--- src/rtl/sobel_stream_filter.sv ---
// Streaming 3x3 Sobel edge filter over a raster-order frame.
// Two line buffers feed a sliding window, and one registered result is produced per full window.
module sobel_stream_filter #(
    parameter int unsigned PIX_W = 8,
    parameter int unsigned IMG_W = 8,
    parameter int unsigned IMG_H = 8,
    parameter int unsigned OUT_W = 16
) (
    input  logic             clk,
    input  logic             rst,
    input  logic             start,
    input  logic [1:0]       mode,
    input  logic [OUT_W-1:0] thresh,
    input  logic [PIX_W-1:0] pix_in,
    input  logic             pix_valid,
    output logic             pix_ready,
    output logic [OUT_W-1:0] conv_result,
    output logic             conv_valid,
    output logic             enable,
    output logic             end_sign
);
    localparam int unsigned CB = $clog2(IMG_W);
    localparam int unsigned RB = $clog2(IMG_H);
    localparam int unsigned GW = PIX_W + 4;
    localparam int unsigned MW = (OUT_W > GW) ? OUT_W + 1 : GW + 1;

    typedef enum logic [1:0] {IDLE, RUN, DONE} state_t;

    state_t           state;
    logic [1:0]       mode_q;
    logic [OUT_W-1:0] thresh_q;
    logic [CB-1:0]    col;
    logic [RB-1:0]    row;

    logic [PIX_W-1:0] lb_top [IMG_W];
    logic [PIX_W-1:0] lb_mid [IMG_W];
    // The two older window columns are registered; the newest column is
    // formed from the line buffers and the incoming pixel, so the result is
    // ready on the accepting edge.
    logic [PIX_W-1:0] win [3][2];
    logic [PIX_W-1:0] new_col [3];

    logic                accept;
    logic                last_col;
    logic                last_pix;
    logic                full_win;
    logic signed [GW-1:0] gx;
    logic signed [GW-1:0] gy;
    logic [GW-1:0]       ax;
    logic [GW-1:0]       ay;
    logic [MW-1:0]       mag;
    logic [MW-1:0]       sel;
    logic [MW-1:0]       sat_max;
    logic [OUT_W-1:0]    res;

    function automatic logic signed [GW-1:0] sx(input logic [PIX_W-1:0] p);
        return signed'(GW'(p));
    endfunction

    assign accept   = pix_valid && pix_ready;
    assign last_col = (col == CB'(IMG_W - 1));
    assign last_pix = last_col && (row == RB'(IMG_H - 1));
    assign full_win = (row >= RB'(2)) && (col >= CB'(2));

    always_comb begin
        new_col[0] = lb_top[col];
        new_col[1] = lb_mid[col];
        new_col[2] = pix_in;

        gx = (sx(new_col[0]) - sx(win[0][0]))
           + ((sx(new_col[1]) - sx(win[1][0])) <<< 1)
           + (sx(new_col[2]) - sx(win[2][0]));
        gy = (sx(win[2][0]) + (sx(win[2][1]) <<< 1) + sx(new_col[2]))
           - (sx(win[0][0]) + (sx(win[0][1]) <<< 1) + sx(new_col[0]));

        ax  = gx[GW-1] ? unsigned'(-gx) : unsigned'(gx);
        ay  = gy[GW-1] ? unsigned'(-gy) : unsigned'(gy);
        mag = MW'(ax) + MW'(ay);

        sat_max = '0;
        sat_max[OUT_W-1:0] = '1;

        case (mode_q)
            2'd1:    sel = MW'(ax);
            2'd2:    sel = MW'(ay);
            default: sel = mag;
        endcase

        res = '0;
        if (mode_q == 2'd3) begin
            res[0] = (mag >= MW'(thresh_q));
        end else if (sel > sat_max) begin
            res = sat_max[OUT_W-1:0];
        end else begin
            res = sel[OUT_W-1:0];
        end
    end

    // Line-buffer RAM: no reset, every location is rewritten before it is read.
    always_ff @(posedge clk) begin
        if (accept) begin
            lb_top[col] <= lb_mid[col];
            lb_mid[col] <= pix_in;
        end
    end

    always_ff @(posedge clk) begin
        if (rst) begin
            state       <= IDLE;
            mode_q      <= '0;
            thresh_q    <= '0;
            col         <= '0;
            row         <= '0;
            conv_result <= '0;
            conv_valid  <= 1'b0;
            pix_ready   <= 1'b0;
            enable      <= 1'b0;
            end_sign    <= 1'b0;
            for (int unsigned r = 0; r < 3; r++) begin
                for (int unsigned c = 0; c < 2; c++) begin
                    win[r][c] <= '0;
                end
            end
        end else begin
            conv_valid <= 1'b0;
            end_sign   <= 1'b0;
            case (state)
                IDLE: begin
                    if (start) begin
                        state     <= RUN;
                        mode_q    <= mode;
                        thresh_q  <= thresh;
                        pix_ready <= 1'b1;
                        enable    <= 1'b1;
                    end
                end
                RUN: begin
                    if (accept) begin
                        for (int unsigned r = 0; r < 3; r++) begin
                            win[r][0] <= win[r][1];
                            win[r][1] <= new_col[r];
                        end
                        if (last_col) begin
                            col <= '0;
                            row <= last_pix ? '0 : row + RB'(1);
                        end else begin
                            col <= col + CB'(1);
                        end
                        if (full_win) begin
                            conv_valid  <= 1'b1;
                            conv_result <= res;
                        end
                        if (last_pix) begin
                            state     <= DONE;
                            pix_ready <= 1'b0;
                            end_sign  <= 1'b1;
                        end
                    end
                end
                DONE: begin
                    state  <= IDLE;
                    enable <= 1'b0;
                end
                default: state <= IDLE;
            endcase
        end
    end
endmodule

--- config.mk ---
export PLATFORM = sky130hd
export DESIGN_NAME = sobel_stream_filter
export DESIGN_NICKNAME = d
export VERILOG_FILES = /design/src/rtl/sobel_stream_filter.sv
export SDC_FILE = /design/constraint.sdc
export NUM_CORES = 1
export LEC_CHECK = 0
export ABC_AREA = 1
export BUFFER_PORTS_ARGS = -buffer_cell sky130_fd_sc_hd__buf_2
export CORE_MARGIN = 2
export CORE_UTILIZATION = 50
export DETAILED_ROUTE_END_ITERATION = 8
export PLACE_DENSITY = 0.69
export SLEW_MARGIN = 10
export SYNTH_ARGS = -nofsm -noshare
export SYNTH_HDL_FRONTEND = slang
export SYNTH_SLANG_ARGS = --single-unit
--- constraint.sdc ---
create_clock -name clk -period 7.65 [get_ports clk]
set_input_delay 1.9125 -clock clk [delete_from_list [all_inputs] [get_ports clk]]
set_output_delay 1.9125 -clock clk [all_outputs]
set_load 0.05 [all_outputs]
==> reports/results.ini <==
[placement]
place_ws_ns = -0.512
place_area_sq_um = 14300
gp_congestion = 0.860
portBuffers = 46
hpwl_um = 21300

[timing]
min_period_ns = 7.33
period_share_pct = 95.8
max-slew-margin-rel_pct = 39.5
tightest_slew_ns = 0.907
hold_viol_final = 0
finalWorstSetupSlack_ns = 0.320
drv_slew = 0
fmax_ghz = 0.136
setup_tns_ns = 0
setup_viol = 0
rsz0062_at_grt = yes
fin_skew_ns = 0.0113

[floorplan]
start_util_pct = 50.4
fp-row-count = 59
dieArea_sq_um = 27400
fp.dieW_um = 165
io_pins = 50
fp.dieH_um = 165
core_area_sq_um = 25800

[setup_path]
cpMostUsedCell = nand2_2
crit_type = in2reg
ff2ff_setup_slack_ns = 0.49
cp_max_fo = 3
worstPathRequired_ns = 8.04
cp_slowest_cell = fa_1
worstSetupStartpointType = input pin
critical_path.max_stage_delay_ns = 0.54
critical_path_arrival_ns = 7.72
end_kind = flop

[global_route]
antenna_found_initial = 0
grt_max_degree = 52
globalRoute.totalOverflow = 0
track_usage_pct = 22.5
grt_pass1_vias = 9888
grt_first_pass_wirelength_um = 48400

[outcome]
status = finished clean

[clock_network]
clockBufferDepth = 3
cts-root-buf = clkbuf_16
cts_max_level = 1
clk_pin_slew_ns = 0.06
hold_buffers = 0
clk_latency_ns = 0.52
clock_sinks = 222
cts_buffers = 24
cts_tree = built

[layout]
area_delta_synth_final_pct = 18.2
fill_cells = 2194
final_layout_size_suffix_gt1_share_pct = 17.4
fin_nets = 1729
ff_latch_area_sq_um = 6210
final_cell_area_sq_um = 15400
diodes = 0
fin_util_pct = 59.6
multiInputGateArea_sq_um = 5950

[synth]
yosysSeqAreaShare_pct = 47.6
yosysUniqueCellTypes = 45
synthFlopType = edfxtp_1
synthesis.instances = 1426
synth_edf_count = 176
ys_warn_count = 0
synth_top_area_share_pct = 40.6
ys_ff_latch = 222
avgSynthCellArea_sq_um = 9.14
synthTopCellsByCount = inv_1 (250), nand2_1 (206), nor2_1 (183)
synthTopCellsByArea = edfxtp_1 (41%), ha_1 (7.9%), inv_1 (7.2%)
async_reset_ff_share_pct = 0
synth_most_common_cell = inv_1
syn_area_sq_um = 13000
synth_area_leader_cell = edfxtp_1

[routing]
wl_per_cell_um = 15.6
drtIter0Drc = 728
antenna_left = 0
viasPerCell = 5.20
firstDrtPassIters = 5
vias = 10000
drc = 0
drt_wl_total_um = 30100

[hold_path]
hold_path_class = reg2reg

[job]
maxCapViolCount = 0

==> what timing repair did <==
action	in CTS	in global routing
setup endpoints to repair	1	1
resized for setup	2	82
pin swaps	0	52
setup buffers	0	9
==> worst paths after layout <==
kind,from,end,cells after the start
setup / recovery,pix_in[0],conv_result[0],49
hold / removal,thresh_q[3],thresh_q[3],2
setup reg to reg,flop,conv_result[0],41
hold reg to reg,thresh_q[3],thresh_q[3],2
==> routing by layer <==
layer | up-vias | global-route usage (%) | part of all wire (%)
met5 | - | 0 | 0
met4 | 0 | 5.29 | 1.6
met3 | 39 | 2.20 | 4.8
met2 | 271 | 37.5 | 48
met1 | 4726 | 31.9 | 46
li1 | 4973 | - | -
==> cells in the final DEF, fill, tap and decap left out, types with 43 or more instances in the layout <==
master and n:
buf_4 107, buf_2 45, inv_1 242, edfxtp_1 176, nor2_1 178, fa_1 43, nand2_1 195, ha_1 74
nand3_1 46, o21ai_0 101, a21oi_1 78, dfxtp_1 45
==> state kept, by name, summed over array words and instances (netlist names), named ones only <==
| name | count |
|---|---|
| conv_valid | 1 |
| lb_mid | 64 |
| mode_q | 2 |
| col | 3 |
| row | 3 |
| win | 48 |
| enable | 1 |
| state | 2 |
| end_sign | 1 |
| lb_top | 64 |
| pix_ready | 1 |
| thresh_q | 16 |
| conv_result | 13 |
==> per-stage QoR <==
| stage | hold WS, ns | std cells |
|---|---|---|
| after floorplan | 0.435 | 1429 |
| after global placement | 0.449 | 1872 |
| after detailed placement | 0.455 | 1872 |
| after CTS | 0.465 | 1916 |
| after global routing | 0.483 | 1925 |
| final | 0.463 | 1925 |
==> layout make-up <==
class / count / area share (%)
clock inverter: 8 / 0.463
multi-input combinational: 911 / 38.6
clock buffer: 36 / 4.33
tap: 335 / 2.72
timing repair buffer: 158 / 7.25
sequential: 222 / 40.3
inverter: 255 / 6.29
==> worst max-delay path: cells and delay by family <==
family                     cells  cell delay, ns
xor gates and xnor gates       1            0.15
adders and majority gates      6            1.85
buffers and inverters          8            0.51
AOI/OAI and AO/OA             10            1.25
and+or+nand+nor               24            1.99
==> logic make-up after synthesis <==
group | Yosys count | share of synthesized area [%]
xor+xnor | 36 | 2.42
simple gates | 479 | 15.2
fa+ha+maj | 127 | 14.8
compound gates | 265 | 11.2
flops | 222 | 47.6
other cells | 1 | 0.0288
buf+inv | 296 | 8.73
Power is left out: the tool's default activity adds up to more than one toggle a clock period on the data nets, which glitch-free logic cannot reach.
